### config.mk
export PLATFORM = sky130hd
export DESIGN_NAME = mmio_timer_flat
export DESIGN_NICKNAME = d
export VERILOG_FILES = /design/src/rtl/mmio_timer_if.sv /design/src/rtl/mmio_timer.sv /design/src/flat_wrapper.sv
export SDC_FILE = /design/constraint.sdc
export NUM_CORES = 1
export LEC_CHECK = 0
export CAP_MARGIN = 20
export CORE_MARGIN = 4
export CORE_UTILIZATION = 60
export CTS_CLUSTER_SIZE = 25
export DETAILED_ROUTE_END_ITERATION = 6
export PLACE_DENSITY = 0.93
export SLEW_MARGIN = 20
export SYNTH_ARGS = -nofsm -noshare
export SYNTH_HDL_FRONTEND = slang
export SYNTH_SLANG_ARGS = --single-unit
### constraint.sdc
create_clock -name CLK -period 6.1 [get_ports CLK]
set_clock_uncertainty 0.2 [all_clocks]
set_input_delay 1.22 -clock CLK [delete_from_list [all_inputs] [get_ports CLK]]
set_output_delay 1.22 -clock CLK [all_outputs]
set_load 0.01 [all_outputs]
### src/rtl/mmio_timer_if.sv
// CPU load/store bus as seen by a memory-mapped peripheral.
// The CPU is the master and drives the access; the peripheral answers combinationally.
interface mmio_timer_if;
  logic        WE;
  logic [2:0]  size;
  logic [31:0] A;
  logic [31:0] WD;
  logic [31:0] RD;
  logic        Sel;
  logic        Err;

  modport master (output WE, size, A, WD, input RD, Sel, Err);
  modport slave  (input WE, size, A, WD, output RD, Sel, Err);
endinterface

### src/rtl/mmio_timer.sv
// Memory-mapped prescaled 32-bit timer with a compare register, a sticky MATCH flag and an IRQ.
// Reads are combinational so a single-cycle CPU finishes a load in the same cycle.
// Stores update only the addressed byte lanes and commit on the rising CLK edge.
module mmio_timer #(
  parameter logic [31:0] BASE_ADDR = 32'h0000_1000
) (
  input  logic         CLK,
  input  logic         reset,
  mmio_timer_if.slave  bus,
  output logic         IRQ
);

  localparam int NUM_LANES = 4;

  // register state
  logic        en, ar, ie;
  logic [15:0] prescale;
  logic [15:0] pre_cnt;
  logic [31:0] count;
  logic [31:0] compare;
  logic        match;

  // decode
  logic sel, legal, misalign, err;
  logic wr, wr_ctrl, wr_prescale, wr_count, wr_compare, wr_status;

  assign sel = (bus.A[31:5] == BASE_ADDR[31:5]);

  // legal access codes and natural-alignment check
  always_comb begin
    legal    = (bus.size == 3'b000) || (bus.size == 3'b001) || (bus.size == 3'b010) ||
               (bus.size == 3'b100) || (bus.size == 3'b101);
    misalign = ((bus.size[1:0] == 2'b01) && bus.A[0]) ||
               ((bus.size[1:0] == 2'b10) && (bus.A[1:0] != 2'b00));
    err      = sel && (!legal || misalign);
  end

  assign bus.Sel = sel;
  assign bus.Err = err;

  assign wr          = bus.WE && sel && !err;
  assign wr_ctrl     = wr && (bus.A[4:2] == 3'd0);
  assign wr_prescale = wr && (bus.A[4:2] == 3'd1);
  assign wr_count    = wr && (bus.A[4:2] == 3'd2);
  assign wr_compare  = wr && (bus.A[4:2] == 3'd3);
  assign wr_status   = wr && (bus.A[4:2] == 3'd4);

  // read path: pick the register, then the byte/half lane, then extend
  logic [31:0] rdat, rd_ext;
  logic [7:0]  rbyte;
  logic [15:0] rhalf;

  // register select for loads
  always_comb begin
    rdat = '0;
    case (bus.A[4:2])
      3'd0:    rdat = {29'd0, ie, ar, en};
      3'd1:    rdat = {16'd0, prescale};
      3'd2:    rdat = count;
      3'd3:    rdat = compare;
      3'd4:    rdat = {31'd0, match};
      default: rdat = '0;
    endcase
  end

  // lane extraction and sign/zero extension
  always_comb begin
    rbyte = rdat[7:0];
    case (bus.A[1:0])
      2'd0: rbyte = rdat[7:0];
      2'd1: rbyte = rdat[15:8];
      2'd2: rbyte = rdat[23:16];
      2'd3: rbyte = rdat[31:24];
      default: rbyte = rdat[7:0];
    endcase
    rhalf = bus.A[1] ? rdat[31:16] : rdat[15:0];
    case (bus.size)
      3'b000:  rd_ext = {{24{rbyte[7]}}, rbyte};
      3'b001:  rd_ext = {{16{rhalf[15]}}, rhalf};
      3'b010:  rd_ext = rdat;
      3'b100:  rd_ext = {24'd0, rbyte};
      3'b101:  rd_ext = {16'd0, rhalf};
      default: rd_ext = '0;
    endcase
    bus.RD = (sel && !err) ? rd_ext : 32'd0;
  end

  // write path: byte enables and store data replicated onto every lane
  logic [NUM_LANES-1:0] be;
  logic [31:0]          wlane;

  // lane enables from access size and low address bits
  always_comb begin
    be    = '0;
    wlane = bus.WD;
    case (bus.size[1:0])
      2'b00: begin
        be[bus.A[1:0]] = 1'b1;
        wlane          = {4{bus.WD[7:0]}};
      end
      2'b01: begin
        be    = bus.A[1] ? 4'b1100 : 4'b0011;
        wlane = {2{bus.WD[15:0]}};
      end
      default: be = 4'b1111;
    endcase
  end

  logic [31:0] count_wv, compare_wv;
  logic [15:0] prescale_wv;
  logic [2:0]  ctrl_wv;

  for (genvar i = 0; i < NUM_LANES; i++) begin : g_lane
    assign count_wv[8*i +: 8]   = be[i] ? wlane[8*i +: 8] : count[8*i +: 8];
    assign compare_wv[8*i +: 8] = be[i] ? wlane[8*i +: 8] : compare[8*i +: 8];
  end

  assign prescale_wv = {be[1] ? wlane[15:8] : prescale[15:8],
                        be[0] ? wlane[7:0]  : prescale[7:0]};
  assign ctrl_wv     = be[0] ? wlane[2:0] : {ie, ar, en};

  // timing: a write clearing EN stops the timer on that very edge
  logic        en_next, run, tick, hit, st_clr;
  logic [31:0] count_inc;

  assign en_next   = wr_ctrl ? ctrl_wv[0] : en;
  assign run       = en && en_next;
  assign tick      = run && (pre_cnt == prescale);
  assign count_inc = count + 32'd1;
  // a CPU write to COUNT swallows the tick, so no match can be raised that edge
  assign hit       = tick && !wr_count && (count_inc == compare);
  assign st_clr    = wr_status && be[0] && wlane[0];

  // control register
  always_ff @(posedge CLK or posedge reset) begin
    if (reset)        {ie, ar, en} <= 3'b000;
    else if (wr_ctrl) {ie, ar, en} <= ctrl_wv;
  end

  // prescale value and prescale counter; any PRESCALE write restarts the period
  always_ff @(posedge CLK or posedge reset) begin
    if (reset) begin
      prescale <= '0;
      pre_cnt  <= '0;
    end else begin
      if (wr_prescale) prescale <= prescale_wv;
      if (wr_prescale) pre_cnt  <= '0;
      else if (run)    pre_cnt  <= tick ? 16'd0 : pre_cnt + 16'd1;
    end
  end

  // main counter: CPU write beats tick; auto-reload to 0 on match
  always_ff @(posedge CLK or posedge reset) begin
    if (reset)         count <= '0;
    else if (wr_count) count <= count_wv;
    else if (tick)     count <= (hit && ar) ? 32'd0 : count_inc;
  end

  // compare register
  always_ff @(posedge CLK or posedge reset) begin
    if (reset)           compare <= '0;
    else if (wr_compare) compare <= compare_wv;
  end

  // sticky match flag; a new match wins over a same-cycle W1C
  always_ff @(posedge CLK or posedge reset) begin
    if (reset)       match <= 1'b0;
    else if (hit)    match <= 1'b1;
    else if (st_clr) match <= 1'b0;
  end

  assign IRQ = match && ie;

endmodule

### src/flat_wrapper.sv
// flat-port wrapper written by rule: the top's interface ports become plain ports
module mmio_timer_flat 
#(
  parameter logic [31:0] BASE_ADDR = 32'h0000_1000
)
  (CLK, reset, IRQ, bus_WE, bus_size, bus_A, bus_WD, bus_RD, bus_Sel, bus_Err);
  mmio_timer_if bus_i ();
  input  logic CLK;
  input  logic reset;
  output logic IRQ;
  input wire logic [$bits(bus_i.WE)-1:0] bus_WE;
  input wire logic [$bits(bus_i.size)-1:0] bus_size;
  input wire logic [$bits(bus_i.A)-1:0] bus_A;
  input wire logic [$bits(bus_i.WD)-1:0] bus_WD;
  output wire logic [$bits(bus_i.RD)-1:0] bus_RD;
  output wire logic [$bits(bus_i.Sel)-1:0] bus_Sel;
  output wire logic [$bits(bus_i.Err)-1:0] bus_Err;
  assign bus_i.WE = bus_WE;
  assign bus_i.size = bus_size;
  assign bus_i.A = bus_A;
  assign bus_i.WD = bus_WD;
  assign bus_RD = bus_i.RD;
  assign bus_Sel = bus_i.Sel;
  assign bus_Err = bus_i.Err;
  mmio_timer #(.BASE_ADDR(BASE_ADDR)) u_core (.CLK(CLK), .reset(reset), .bus(bus_i), .IRQ(IRQ));
endmodule
Yosys cells after proc, flatten, opt, wreduce, memory -nomap -nowiden
Index checks and enable logic that the tools add are counted.
Word-level totals
  register bits: 100
  input bits: 70
  output and inout port bits: 35
  word-level logic and storage cells: 111
Cells by class
  $add $sub $neg: 2
  order comparisons: 2
  equal/unequal tests: 20
  mux-type cells: 24
  reduce and logical (&&, ||, !) cells: 48
Operator list (number)
  $pmux W32 S5: 2
  $mux W32: 4
  $mux W16: 4
  $pmux W32 S2: 1
  $add A32 B1 Y32 const B: 1
  $eq A32 B32 Y1: 1
  $mux W8: 4
  $pmux W8 S4: 1
  $eq A27 B8 Y1 const B: 1
  $reduce_and A2 Y1: 11
  $logic_and A1 B1 Y1: 20
  $add A16 B1 Y16 const B: 1
  $eq A16 B16 Y1: 1
  $eq A3 B2 Y1 const B: 3
  $eq A3 B3 Y1 const B: 3
  $ne A2 B2 Y1 const B: 4
  $pmux W4 S2: 1
  $reduce_bool A2 Y1: 4
  $eq A2 B2 Y1 const B: 3
  $eq A3 B1 Y1 const B: 2
  $logic_not A3 Y1: 2
  $logic_or A1 B1 Y1: 6
  $mux W1: 5
  $eq A2 B1 Y1 const B: 2
  6 further kinds: 9

Logic depth before layout (Yosys ltp)
Gate-level depths: netlist (run 1).
  word-level depth: 20
  gate-level depth with buffers: 14
  depth with buffers taken out: 10

Worst setup path before layout (run 1)
Ideal clock, no wire load.
  path kind: input port to output port
  start: input bus_A[4]
  end: output bus_RD[15]
  arrival: 3.314 ns
  required time: 4.680 ns
  setup slack: 1.366 ns
  cell stages on the path: 10
  path through: clkbuf_1 -> nor3b_1 -> a22o_1 -> mux2_2 -> nand2_1 -> o21ai_0 -> nand2_1 -> or2_2 -> clkbuf_1 -> a31oi_1
Between the ends
  cells in the longest elaborated chain, start to end: 5
  elaborated cells on any way between the ends: 10
RTL lines
  from (decl): RTL line flat_wrapper.sv:13  | input wire logic [$bits(bus_i.A)-1:0] bus_A;
  $eq A3 B3 Y1 (tied with other cells): RTL line mmio_timer.sv:56  | case (bus.A[4:2])
  $pmux W32 S5 (*): RTL line mmio_timer.sv:56
  $pmux W8 S4 or $mux W16 (tied branches): RTL line mmio_timer.sv:69, mmio_timer.sv:76
  $pmux W32 S5 (*): RTL line mmio_timer.sv:77  | case (bus.size)
  $mux W32 (*): RTL line mmio_timer.sv:85  | bus.RD = (sel && !err) ? rd_ext : 32'd0;
  to (decl): RTL line flat_wrapper.sv:15  | output wire logic [$bits(bus_i.RD)-1:0] bus_RD;
Mark *: on every way between the ends. The rest lies on a longest branch, timed or not.

Final worst setup path (run 1)
  start: input bus_A[2]
  end: output bus_RD[28]
The elaborated chain is that of the path after synthesis.

==> results of run 1 <==
[worst min path at each step]
stage / depth (start not counted) / end / slack (ns)
2_1_floorplan: 2 / u_core.match / 0.28
3_3_place_gp: 2 / u_core.compare[27] / 0.30
3_5_place_dp: 2 / u_core.compare[27] / 0.32
4_1_cts: 2 / u_core.compare[27] / 0.33
5_1_grt: 1 / u_core.pre_cnt[12] / 0.36
6_report: 2 / u_core.prescale[8] / 0.34
[cell type report]
class                           instances  area share
Clock buffer                            9     0.02418
Clock inverter                          7     0.01034
Inverter                               37     0.01518
Multi-Input combinational cell        808      0.5339
Sequential cell                       100      0.2687
Tap cell                              172     0.02311
Timing Repair Buffer                  120      0.1247
[logic make-up (layout without fill, tap and decap cells)]
| kind of cell | count (synthesis) | after routing | share of synthesized area |
|---|---|---|---|
| flops | 100 | 100 | 0.3154 |
| xor+xnor | 60 | 60 | 0.06622 |
| compound gates | 294 | 294 | 0.2294 |
| simple gates | 393 | 393 | 0.2452 |
| fa+ha+maj | 2 | 2 | 0.003153 |
| mux | 59 | 59 | 0.08199 |
| buf+inv | 109 | 173 | 0.05866 |
[power groups by stage]
stage | Sequential [uW] | Clock, uW | Combinational, uW
floorplan | 676 | 0 | 77.5
global placement | 675 | 0 | 166
global route | 662 | 642 | 182
finish | 662 | 617 | 173
CTS | 662 | 621 | 168
detailed placement | 675 | 0 | 168
[flip-flops by register name (all words and copies together), names as in the netlist]
name	flops
u_core.ar	1
u_core.match	1
u_core.count	32
u_core.en	1
u_core.pre_cnt	16
u_core.ie	1
u_core.prescale	16
u_core.compare	32
[worst register-to-register path: cells and delay by family (launching register included)]
kind                       cells  cell delay, ns
and+or+nand+nor                5            2.31
adders and majority gates      1            0.30
DFF                            1            0.47
AOI/OAI and AO/OA              4            0.85
buffers and inverters          1            0.39
[synthesized netlist by cell type (3+ instances only)]
| cell | instances |
|---|---|
| o211ai_1 | 3 |
| a22o_1 | 17 |
| mux2i_1 | 29 |
| a22oi_1 | 25 |
| a21oi_1 | 80 |
| xnor2_1 | 42 |
| o22ai_1 | 10 |
| buf_6 | 3 |
| nor2b_1 | 8 |
| nand3_1 | 29 |
| nand2_1 | 123 |
| o21ai_0 | 84 |
| dfrtp_1 | 100 |
| and2_1 | 5 |
| and4_1 | 8 |
| nor3_1 | 15 |
| o31ai_1 | 5 |
| nor2_1 | 105 |
| o21ai_1 | 19 |
| xor2_1 | 18 |
| nand2b_1 | 6 |
| a222oi_1 | 4 |
| buf_1 | 6 |
| or2_2 | 4 |
| buf_4 | 5 |
| mux2_2 | 28 |
| nor4_1 | 14 |
| buf_2 | 12 |
| a32oi_1 | 7 |
| clkbuf_1 | 46 |
| a21o_1 | 4 |
| nand4_1 | 26 |
| or3_1 | 7 |
| and3_1 | 23 |
| inv_1 | 36 |
| a31oi_1 | 16 |
[per-stage QoR]
| stage | utilization | hold slack (ns) |
|---|---|---|
| global placement | 0.7040 | 0.3033 |
| global route | 0.7292 | 0.3615 |
| CTS | 0.7292 | 0.3347 |
| detailed placement | 0.7040 | 0.3181 |
| floorplan | - | 0.2767 |
| finish | 0.7292 | 0.3399 |
[per-layer routing]
layer	routed length (um)	GRT usage	part of all wire
met1	11060	0.4966	0.39
met2	12450	0.5562	0.44
met5	0	0	0
met3	3481	0.09561	0.12
met4	1367	0.1827	0.048
==> summary.md, run 1 <==
| Metric | Value |
|---|---|
| # diodes | 0 |
| Gates resized, CTS repair | 0 |
| Aggregate routed wire length | 28360 um |
| Syn_nets | 1089 |
| Initial DRC count | 1322 |
| Number of buffers created by CTS | 9 |
| Fraction of the yosys area taken by sequential cells | 0.3154 |
| Combined area of the multi-input logic cells | 4972 um^2 |
| Total Negative Setup Slacks | 0 ns |
| Leakage Power | 0.003855 uW |
| Worst slew slack as a fraction of its limit | 0.2998 |
| Final Power | 1452 uW |
| TritonCTS Sinks | 100 |
| Seq cells post-synth | 100 |
| Cells along the critical path | clkdlybuf4s50_1 -> buf_4 -> nand2_1 -> o21ai_0 -> a22oi_1 -> nor3_1 -> a21oi_1 -> o21ai_0 -> nand2_1 -> a21o_1 -> a21oi_1 -> clkdlybuf4s50_1 |
| P_int | 1063 uW |
| Count of nets left with antenna violations after detail routing | 0 |
| Cell with the largest stage delay on the worst path | clkdlybuf4s50_1 |
| Kind of start point of the critical path | input pin |
| Max-slew violation count | 0 |
| Class of the most critical hold timing path | register to register |
| Drt drc | 0 |
| Maximum resistive drop on vdd | 0.0002155 V |
| Die footprint | 15130 um^2 |
| Actual slew at the worst max-slew pin | 1.050 ns |
| Run status | finished, final reports clean |
| Count of vias placed by the detailed router | 8468 |
| Count of buffer and inverter cells on the critical path | 3 |
| Worst setup path endpoint | bus_RD[28] |
| Critical path class | input pin to output port |
| Data arrival, critical path | 4.19 ns |
| CTS tree | yes |
| Crit path max-delay family | buffers and inverters |
| Kind of end point of the critical path | output port |
| Max-cap check violation count | 0 |
| RR Endpoint | u_core.count[2] |
| Via-per-instance ratio | 6.758 |
| Cts-stage hold buffer count | 0 |
| Overall fraction of global-route tracks in use | 0.3698 |
| H-tree levels | 3 |
| Fmax achieved | 0.1781 GHz |
| Hold Violations, Final | 0 |
| Half-perimeter wire length of the detailed placement result | 21850 um |
| Final Instance Count excl. Fillers | 1253 |
| Total overflow reported by the global router | 0 |
| Post-route setup slack | 0.4863 ns |
| Final Cycle Share | 0.9203 |
| Largest net degree at the start of global routing | 67 |
| Placed Instance Area | 8992 um^2 |
| Last weighted congestion value of the routability-driven placer | 1.009 |
| Number of antenna violations at the first check in global routing | 0 |
| Combinational share of power | 0.119 |
| Warnings from Yosys | 0 |
| Launching point of the worst reg2reg path | u_core.count[0] |
| Yosys cell types | 67 |
| Area growth from synthesis to layout | 17.38% |
| Cell Rows | 41 |
| Leading cell types by total area after synthesis | dfrtp_1 32%, nand2_1 5.8%, o21ai_0 5.3% |
| Number of setup buffers added after CTS | 0 |
| Share of final-layout standard cells stronger than drive strength 1 | 0.07216 |
| Register clock-pin slew on the reported worst setup and hold paths | 0.08 ns |
| Minimum period implied by the final worst setup slack | 5.614 ns |
| Dpl ws | 0.5858 ns |
| Clock network fraction of design power | 0.425 |
| 1st-pass router iterations | 6 |
| Number of top-level pins | 105 |
| Overall die width | 123 um |
| Biggest cell delay along the critical path | 0.62 ns |
| Wire length of the first global-routing pass | 42840 um |
| Synth Area per Inst | 7.802 um^2 |
| Std-Cell Core Area | 12770 um^2 |
| Height of the chip | 123 um |
| Insertion delay to the later sink of the worst-skew pair | 0.36 ns |
| # placed instances | 1237 |
| Register share of total power | 0.456 |
| Portion of synthesized cell area occupied by the leading cell type | 0.3154 |
| Library cell occupying the most area in the post-synthesis netlist | dfrtp_1 |
| R2R depth | 11 |
| Crit path required time | 4.68 ns |
| Total power per unit cell area | 155.9 nW/um^2 |
| CTS root buffer | clkbuf_16 |
| Effective utilization at floorplan | 0.6212 |
| Number of instances in the synthesized netlist | 1017 |
| Avg WL per Cell | 22.63 um |
| Number of enable flip-flop cells after synthesis | 0 |
| Number of buffers on the longest clock path | 2 |
| Crit path max fanout | 28 |
| Crit. path cell count | 12 |
| Cell area after layout | 9314 um^2 |
| Switching share of power | 0.2682 |
| Most frequent standard cell in the layout excluding fill and tap cells | nand2_1 |
| Number of setup violations in the final report | 0 |
| Flop2flop setup slack | 1.45 ns |
| Net total in the final layout | 1148 |
| Unrepaired setup endpoints after global routing | false |
| Most used cells in the layout excluding fill and tap cells | 123 x nand2_1, 105 x nor2_1, 104 x clkdlybuf4s50_1 |
| # port buffers | 104 |
| Sequential cell area | 2502 um^2 |
| Asr flop ratio synth | 1.000 |
| Via count of the first global-routing pass | 7719 |
| Worst setup path startpoint | bus_A[2] |
| Hold Startpoint | u_core.prescale[8] |
| Number of filler instances in the final layout | 960 |
| Switching pwr | 389.4 uW |
| Top FF cell, synth | dfrtp_1 |
| Cell area after technology mapping | 7935 um^2 |
(Power assumes the default switching activity.)
==> run 2: changes to the inputs <==
- ABC_CLOCK_PERIOD_IN_PS: default -> 6100
- CORE_MARGIN: 4 -> default
- CORE_UTILIZATION: 60 -> 35
- PLACE_DENSITY: 0.93 -> 0.62
==> summary.md, run 2 (same netlist as run 1, synthesis figures left out) <==
| Metric | Value |
|---|---|
| Run status | finished with violations (was finished, final reports clean) |
| Violations in the final reports | DRC |
| Via count of the first global-routing pass | 7611 (was 7719) |
| Largest net degree at the start of global routing | 69 (was 67) |
| Final Cycle Share | 0.9321 (was 0.9203) |
| Net total in the final layout | 1149 (was 1148) |
| Number of buffers on the longest clock path | 2 (unchanged) |
| Area growth from synthesis to layout | 19.11% (was 17.38%) |
| Hold Violations, Final | 0 (unchanged) |
| Critical path class | input pin to output port (unchanged) |
| Std-Cell Core Area | 22030 um^2 (was 12770 um^2) |
| Max-slew violation count | 0 (unchanged) |
| Aggregate routed wire length | 29740 um (was 28360 um) |
| CTS root buffer | clkbuf_16 (unchanged) |
| Class of the most critical hold timing path | register to register (unchanged) |
| Crit path max fanout | 28 (unchanged) |
| Maximum resistive drop on vdd | 0.0001135 V (was 0.0002155 V) |
| CTS tree | yes (unchanged) |
| Height of the chip | 152.6 um (was 123 um) |
| Total power per unit cell area | 154.6 nW/um^2 (was 155.9 nW/um^2) |
| Most frequent standard cell in the layout excluding fill and tap cells | nand2_1 (unchanged) |
| Number of antenna violations at the first check in global routing | 0 (unchanged) |
| Total Negative Setup Slacks | 0 ns (unchanged) |
| Fmax achieved | 0.1759 GHz (was 0.1781 GHz) |
| Cts-stage hold buffer count | 0 (unchanged) |
| Final core occ | 0.4291 (was 0.7292) |
| Kind of start point of the critical path | input pin (unchanged) |
| Half-perimeter wire length of the detailed placement result | 22950 um (was 21850 um) |
| Number of setup buffers added after CTS | 0 (unchanged) |
| Crit path required time | 4.68 ns (about the same) |
| Leakage Power | 0.003862 uW (was 0.003855 uW) |
| Gates resized, CTS repair | 0 (unchanged) |
| Overall fraction of global-route tracks in use | 0.2572 (was 0.3698) |
| Placed Instance Area | 9135 um^2 (was 8992 um^2) |
| Avg WL per Cell | 21.84 um (was 22.63 um) |
| Unrepaired setup endpoints after global routing | false (unchanged) |
| H-tree levels | 3 (unchanged) |
| Wire length of the first global-routing pass | 46170 um (was 42840 um) |
| Insertion delay to the later sink of the worst-skew pair | 0.37 ns (was 0.36 ns) |
| Number of top-level pins | 105 (unchanged) |
| Last weighted congestion value of the routability-driven placer | 0.9594 (was 1.009) |
| 1st-pass router iterations | 7 (was 6) |
| Count of vias placed by the detailed router | 8231 (was 8468) |
| Die footprint | 23280 um^2 (was 15130 um^2) |
| TritonCTS Sinks | 100 (unchanged) |
| Final Power | 1461 uW (was 1452 uW) |
| Number of buffers created by CTS | 9 (unchanged) |
| Drt drc | 12 (was 0) |
| # diodes | 0 (unchanged) |
| Most used cells in the layout excluding fill and tap cells | 123 x nand2_1, 105 x nor2_1, 104 x clkdlybuf4s50_1 (unchanged) |
| Effective utilization at floorplan | 0.3603 (was 0.6212) |
| Register clock-pin slew on the reported worst setup and hold paths | 0.07 ns (was 0.08 ns) |
| Kind of end point of the critical path | output port (unchanged) |
| Max-cap check violation count | 0 (unchanged) |
| Cell Rows | 54 (was 41) |
| Data arrival, critical path | 4.27 ns (was 4.19 ns) |
| Initial DRC count | 915 (was 1322) |
| Worst slew slack as a fraction of its limit | 0.2844 (was 0.2998) |
| Total overflow reported by the global router | 0 (unchanged) |
| Count of nets left with antenna violations after detail routing | 0 (unchanged) |
| Share of final-layout standard cells stronger than drive strength 1 | 0.07301 (was 0.07216) |
| Minimum period implied by the final worst setup slack | 5.686 ns (was 5.614 ns) |
| Cell area after layout | 9452 um^2 (was 9314 um^2) |
| Via-per-instance ratio | 6.043 (was 6.758) |
| Overall die width | 152.6 um (was 123 um) |
| Largest registers | u_core.compare: 32 flops, u_core.count: 32 flops (unchanged) |
| # port buffers | 104 (unchanged) |
| Number of setup violations in the final report | 0 (unchanged) |
| Actual slew at the worst max-slew pin | 1.064 ns (was 1.050 ns) |
run 2: changes by cell type in the layout (fill, tap and decap cells not counted):
| cell | previous run | this run |
|---|---|---|
| inv_8 | 0 | 3 |
| buf_4 | 16 | 17 |
| bufinv_16 | 1 | 0 |
| clkinv_4 | 1 | 0 |
| clkinvlp_4 | 1 | 0 |
| inv_12 | 0 | 1 |
| inv_6 | 2 | 1 |
run 2: where the power goes:
| group | switching (uW) | total (uW) | leakage [uW] | internal (uW) |
|---|---|---|---|---|
| logic | 103 | 176 | 0.00249 | 72.1 |
| registers | 0.00842 | 662 | 0.00122 | 662 |
| clock network | 323 | 623 | 0.000155 | 301 |
run 2: worst max-delay path: stages:
cell and delay, ns:
clkdlybuf4s50_1 0.67, buf_4 0.34, nand2_1 0.07, o21ai_0 0.11, a22oi_1 0.14, nor3_1 0.21
a21oi_1 0.06, o21ai_0 0.14, nand2_1 0.11, a21o_1 0.36, a21oi_1 0.23, clkdlybuf4s50_1 0.59
run 2: path summary, 6_finish.rpt:
kind                                     from            endpoint  slack, ns  cells after the start
min reg2reg                u_core.compare[24]  u_core.compare[24]       0.34                      2
max                                  bus_A[2]          bus_RD[17]       0.41                     12
max reg2reg                   u_core.count[0]    u_core.count[24]       1.43                     10
min                        u_core.compare[24]  u_core.compare[24]       0.34                      2
min in group asynchronous               reset   u_core.compare[5]       1.19                      2
max in group asynchronous               reset  u_core.pre_cnt[14]       3.54                      3
run 2: metal layers:
metal	vias up	track usage	wire (um)
met5	-	0	0
met4	0	0.09668	881
met3	58	0.04067	2491
met2	428	0.3851	13070
met1	3929	0.3702	13300
li1	3816	-	-
run 2: layout make-up:
| cell class | instances | area (um^2) |
|---|---|---|
| Tap cell | 280 | 350.3 |
| Multi-Input combinational cell | 808 | 4972 |
| Fill cell | 2250 | 12570 |
| Clock buffer | 9 | 225.2 |
| Clock inverter | 7 | 91.34 |
| Sequential cell | 100 | 2502 |
| Inverter | 37 | 141.4 |
| Timing Repair Buffer | 121 | 1169 |
run 2: metrics by stage:
stage | cells | worst slack (ns) | hold slack [ns]
3_3_place_gp | 1346 | 0.5343 | 0.3096
6_report | 1362 | 0.4143 | 0.3414
3_5_place_dp | 1346 | 0.4489 | 0.3179
2_1_floorplan | 1017 | 1.366 | 0.2767
4_1_cts | 1362 | 0.4489 | 0.3358
5_1_grt | 1362 | 0.1672 | 0.3609
